`src/rtl/logic_op_arbiter.sv`:
```
// Round-robin arbiter sharing one bitwise logic unit between two valid/ready requesters.
// Optional saturating grant counters are built when LOGIC_ARB_GRANT_CNT_EN is defined.
module logic_op_arbiter #(
   parameter int unsigned WIDTH = 8
) (
   input  logic             clk,
   input  logic             rst_n,
   input  logic             req0_valid,
   output logic             req0_ready,
   input  logic [WIDTH-1:0] req0_a,
   input  logic [WIDTH-1:0] req0_b,
   input  logic [1:0]       req0_op,
   input  logic             req1_valid,
   output logic             req1_ready,
   input  logic [WIDTH-1:0] req1_a,
   input  logic [WIDTH-1:0] req1_b,
   input  logic [1:0]       req1_op,
   output logic             rsp_valid,
   input  logic             rsp_ready,
   output logic [WIDTH-1:0] rsp_data,
   output logic             rsp_id,
   output logic             busy,
   output logic [7:0]       grant_cnt0,
   output logic [7:0]       grant_cnt1
);

   typedef enum logic [1:0] {StIdle, StExec, StResp} state_e;

   state_e           state_q, state_d;
   logic             last_grant_q, last_grant_d;
   logic [WIDTH-1:0] a_q, a_d, b_q, b_d;
   logic [1:0]       op_q, op_d;
   logic             id_q, id_d;
   logic             rsp_valid_q, rsp_valid_d;
   logic [WIDTH-1:0] rsp_data_q, rsp_data_d;
   logic             rsp_id_q, rsp_id_d;

   logic             gnt0, gnt1, hs;
   logic [WIDTH-1:0] result;

   // Tie goes to the requester that was not granted last.
   always_comb begin
      gnt0 = 1'b0;
      gnt1 = 1'b0;
      if (req0_valid && req1_valid) begin
         gnt1 = ~last_grant_q;
         gnt0 = last_grant_q;
      end else begin
         gnt0 = req0_valid;
         gnt1 = req1_valid;
      end
   end

   assign hs = (state_q == StIdle) && (gnt0 || gnt1);

   always_comb begin
      unique case (op_q)
         2'b00:   result = a_q & b_q;
         2'b01:   result = a_q | b_q;
         2'b10:   result = a_q ^ b_q;
         default: result = ~(a_q & b_q);
      endcase
   end

   always_ff @(posedge clk or negedge rst_n) begin
      if (!rst_n) begin
         state_q <= StIdle;
      end else begin
         state_q <= state_d;
      end
   end

   always_comb begin
      state_d = state_q;
      unique case (state_q)
         StIdle:  if (hs) state_d = StExec;
         StExec:  state_d = StResp;
         StResp:  if (rsp_ready) state_d = StIdle;
         default: state_d = StIdle;
      endcase
   end

   always_comb begin
      req0_ready = (state_q == StIdle) && gnt0;
      req1_ready = (state_q == StIdle) && gnt1;
      busy       = (state_q != StIdle);
   end

   always_comb begin
      last_grant_d = last_grant_q;
      a_d          = a_q;
      b_d          = b_q;
      op_d         = op_q;
      id_d         = id_q;
      rsp_valid_d  = rsp_valid_q;
      rsp_data_d   = rsp_data_q;
      rsp_id_d     = rsp_id_q;
      if (hs) begin
         a_d          = gnt1 ? req1_a : req0_a;
         b_d          = gnt1 ? req1_b : req0_b;
         op_d         = gnt1 ? req1_op : req0_op;
         id_d         = gnt1;
         last_grant_d = gnt1;
      end
      if (state_q == StExec) begin
         rsp_data_d  = result;
         rsp_id_d    = id_q;
         rsp_valid_d = 1'b1;
      end
      if (state_q == StResp && rsp_ready) begin
         rsp_valid_d = 1'b0;
      end
   end

   always_ff @(posedge clk or negedge rst_n) begin
      if (!rst_n) begin
         last_grant_q <= 1'b1;
         a_q          <= '0;
         b_q          <= '0;
         op_q         <= '0;
         id_q         <= 1'b0;
         rsp_valid_q  <= 1'b0;
         rsp_data_q   <= '0;
         rsp_id_q     <= 1'b0;
      end else begin
         last_grant_q <= last_grant_d;
         a_q          <= a_d;
         b_q          <= b_d;
         op_q         <= op_d;
         id_q         <= id_d;
         rsp_valid_q  <= rsp_valid_d;
         rsp_data_q   <= rsp_data_d;
         rsp_id_q     <= rsp_id_d;
      end
   end

   assign rsp_valid = rsp_valid_q;
   assign rsp_data  = rsp_data_q;
   assign rsp_id    = rsp_id_q;

`ifdef LOGIC_ARB_GRANT_CNT_EN
   logic [7:0] cnt0_q, cnt0_d, cnt1_q, cnt1_d;

   always_comb begin
      cnt0_d = cnt0_q;
      cnt1_d = cnt1_q;
      if (hs && gnt0 && cnt0_q != 8'hFF) cnt0_d = cnt0_q + 8'd1;
      if (hs && gnt1 && cnt1_q != 8'hFF) cnt1_d = cnt1_q + 8'd1;
   end

   always_ff @(posedge clk or negedge rst_n) begin
      if (!rst_n) begin
         cnt0_q <= 8'h00;
         cnt1_q <= 8'h00;
      end else begin
         cnt0_q <= cnt0_d;
         cnt1_q <= cnt1_d;
      end
   end

   assign grant_cnt0 = cnt0_q;
   assign grant_cnt1 = cnt1_q;
`else
   assign grant_cnt0 = 8'h00;
   assign grant_cnt1 = 8'h00;
`endif

endmodule

```
`config.mk`:
```
export PLATFORM = sky130hd
export DESIGN_NAME = logic_op_arbiter
export DESIGN_NICKNAME = d
export VERILOG_FILES = /design/src/rtl/logic_op_arbiter.sv
export SDC_FILE = /design/constraint.sdc
export NUM_CORES = 1
export LEC_CHECK = 0
export CORE_UTILIZATION = 49
export CTS_CLUSTER_DIAMETER = 150
export DETAILED_ROUTE_END_ITERATION = 8
export GPL_TIMING_DRIVEN = 0
export PLACE_DENSITY_LB_ADDON = 0.15
export SKIP_CTS_REPAIR_TIMING = 1
export SLEW_MARGIN = 20
export SYNTH_ARGS = -nofsm -noshare
export SYNTH_HDL_FRONTEND = slang
export SYNTH_SLANG_ARGS = --single-unit
```
`constraint.sdc`:
```
create_clock -name clk -period 2.1 [get_ports clk]
set_input_delay 0.21 -clock clk [delete_from_list [all_inputs] [get_ports clk]]
set_output_delay 0.21 -clock clk [all_outputs]
set_load 0.01 [all_outputs]
```
==> metrics.md, run 1 <==
| Metric | Value |
|---|---|
| Largest net degree at the start of global routing | `33` |
| Initial antenna violation count | `0` |
| Peak Freq | `515 MHz` |
| R2R Setup Slk | `0.51 ns` |
| Drt via density | `between 4 and 5` |
| Core ar. | `0.00406 mm2` |
| Gr ovfl total | `0` |
| Rows | `23` |
| TritonCTS Buffers | `5` |
| R2r startpoint | `last_grant_q` |
| DRT iter0 DRCs | `45` |
| Area of the mapped netlist | `0.00209 mm2` |
| Fin Hold WS | `-0.0248 ns` |
| Seq cells post-synth | `32` |
| Mapped Cells | `between 200 and 250` |
| Mapped Avg Cell Area | `10.2 um2` |
| DP Wirelength | `a little under 3000 um` |
| Wire per inst | `12.0 um` |
| Post-route antenna net violation count | `0` |
| Tightest Pin Transition | `0.709 ns` |
| Critical path class | `in2out` |
| Placed cell area | `~0.0027 mm2` |
| Max-capacitance violation count | `0` |
| Max_slew headroom | `a little over half` |
| Final wirelength | `4010 um` |
| GRT Util Overall | `between 20% and 30%` |
| Synth cell types | `31` |
| R2R cell count | `5` |
| Die footprint | `around 0.0045 mm2` |
| Total Neg Setup Slack | `0 ns` |
| Clock tree buffer depth | `2` |
| Family with the most delay on the worst path | `buffers and inverters` |
| PnR Total Power | `between 0.003 and 0.004 W` |
| Final Skew | `0.00370 ns` |
| Die Ht | `67.2 um` |
| Finished Cell Area | `0.00285 mm2` |
| Via count | `1633` |
| Critical Path RT | `1.89 ns` |
| Crit path largest cell delay | `~0.54 ns` |
| Top cell by count, worst path | `clkdlybuf4s50_1` |
| Pwr dens | `1280 mW/mm2` |
| VDD IR-drop max | `0.000607 V` |
| Share of layout cells above drive strength 1 | `15.5%` |
| Final min period | `1.94 ns` |
| CP max-delay cell | `clkdlybuf4s50_1` |
| Startpoint Class | `input port` |
| Outcome | `complete, but fails checks` |
| Commonest non-fill, non-tap cells in the layout | `52 x clkdlybuf4s50_1, 32 x mux2i_1, 31 x dfrtp_1` |
| Drt drc | `0` |
| Clk Latency, worst-skew pair | `0.28 ns` |
| WP data arrival | `1.73 ns` |
| Drt first pass iters | `4` |
| Area grow syn2layout | `36.4%` |
| Global-route wire length before repair | `between 6000 and 7000 um` |
| GP Congestion | `slightly below 0.8` |
| Final-report setup violation count | `0` |
| Commonest non-fill, non-tap cell in the layout | `clkdlybuf4s50_1` |
| Crit-path cells | `clkdlybuf4s50_1 > a21boi_2 > buf_6 > and2_1 > clkdlybuf4s50_1` |
| Register area share after synthesis | `around two fifths` |
| Vias in the first global route | `1525` |
| Ant. Diodes | `0` |
| Leak | `around 1.4 nW` |
| Clock Tree Root | `clkbuf_8` |
| Failing checks | `hold timing` |
| Unrepaired setup endpoints after global routing | `false` |
| CP bufs+invs | `3` |
| Hold Vio Cnt, Final | `31` |
| # nets final | `340` |
| CTS tree | `built` |
| HP Class | `in2async` |
| Max FO, Critical Path | `4` |
| Ys Warns | `0` |
| CTS Sinks | `32` |
| Io pins | `70` |
| CTS clk-pin slew, worst paths | `0.07 ns` |
| Worst setup EP type | `output port` |
| Die X | `67.2 um` |
| Reg-to-Reg End | `op_q[1]` |
| H-Tree Depth | `2` |
| Port Buffer Count | `53` |
| Crit share post-route | `92.4%` |
| Initial core utilization | `51.4%` |
| Final slew viol count | `0` |
[state kept, by name, indices dropped and copies added (netlist names)]
register      cells
op_q              2
b_q               8
state_q           2
rsp_valid         1
last_grant_q      1
a_q               8
id_q              1
rsp_data          8
rsp_id            1
[kinds of logic after synthesis]
group	after synthesis	share of synthesized area (%)
DFF	32	38.5
and+or+nand+nor	39	8.46
AOI/OAI and AO/OA	35	11.9
adders and majority gates	16	9.60
buffers and inverters	46	13.1
other	1	0.180
muxes	36	18.2
[layer usage]
metal / track usage [%] / vias up / share of wire [%]
met5: 0 / - / 0
met4: 9.84 / 0 / 1.9
met3: 4.39 / 7 / 4.3
met2: 35.9 / 45 / 51
met1: 23.1 / 755 / 43
li1: - / 826 / -
[how the worst max path moves through the flow]
| stage | end | start | cells past startpoint |
|---|---|---|---|
| final | req1_ready | req1_valid | 5 |
| after global routing | req0_ready | state_q[1] | 4 |
| after CTS | req1_ready | req1_valid | 5 |
| after detailed placement | req1_ready | req1_valid | 5 |
| after global placement | req1_ready | req1_valid | 5 |
| after floorplan | op_q[0] | last_grant_q | 4 |
[cells in the mapped netlist]
cell type,number,area [um2]
or2_2,2,12.5
o21a_1,1,7.51
a21o_1,1,7.51
a31oi_1,7,43.8
inv_1,20,75.1
a211o_1,4,35.0
nor2b_1,5,31.3
buf_2,3,15.0
clkbuf_1,3,11.3
a21boi_2,1,11.3
a221o_1,1,10.0
buf_8,2,30.0
nand2b_1,3,18.8
o221ai_1,1,8.76
conb_1,1,3.75
mux2_4,4,60.1
nand2_1,15,56.3
mux2i_1,32,320
dfrtp_1,31,776
buf_4,16,120
o21ai_0,1,5.00
and2_1,1,6.26
ha_1,16,200
o31ai_1,4,30.0
dfstp_2,1,26.3
o211ai_1,7,52.6
a22oi_1,1,7.51
nor2_1,12,45.0
a21oi_1,6,30.0
buf_6,2,22.5
nor2_2,1,6.26
[layout make-up]
cell class              instances  area [um2]
inverters                      20        75.1
clock inverters                 2        10.0
multi-input cells             142        1070
well taps                      50        62.6
fillers                       330        1210
clock buffers                   6        82.6
repair buffers                 56         548
flip-flops and latches         32         802
plain buffers                  26         199
[power breakdown]
group | internal, W | switching, W | leakage [nW]
clock | 0.000261 | 0.000228 | 0.0510
sequential | 0.000944 | 0.000188 | 0.371
combinational | 0.00103 | 0.00101 | 0.966
[metrics by stage]
stage	utilization (%)	cells	setup slack, ns
floorplan	-	220	0.714
global placement	67.4	323	0.0762
detailed placement	67.3	323	0.0425
CTS	69.6	331	0.0377
global route	70.1	334	0.0372
finish	70.1	334	0.159
[worst reg2reg max path, stage by stage, from the launching register on]
cell,delay [ns]
dfstp_2,0.56
a21boi_2,0.06
buf_6,0.12
buf_4,0.18
mux2_4,0.31
mux2_4,0.25
Power figures use the tool's default switching activity.
==> run 2: changes to the inputs <==
--- a/config.mk
+++ b/config.mk
@@ -11,7 +11,6 @@
 export GPL_TIMING_DRIVEN = 0
 export PLACE_DENSITY_LB_ADDON = 0.15
 export SKIP_CTS_REPAIR_TIMING = 1
-export SLEW_MARGIN = 20
 export SYNTH_ARGS = -nofsm -noshare
 export SYNTH_HDL_FRONTEND = slang
 export SYNTH_SLANG_ARGS = --single-unit
==> results of run 2 <==
Same layout as run 1: the final DEF is identical, and so are final timing and power.
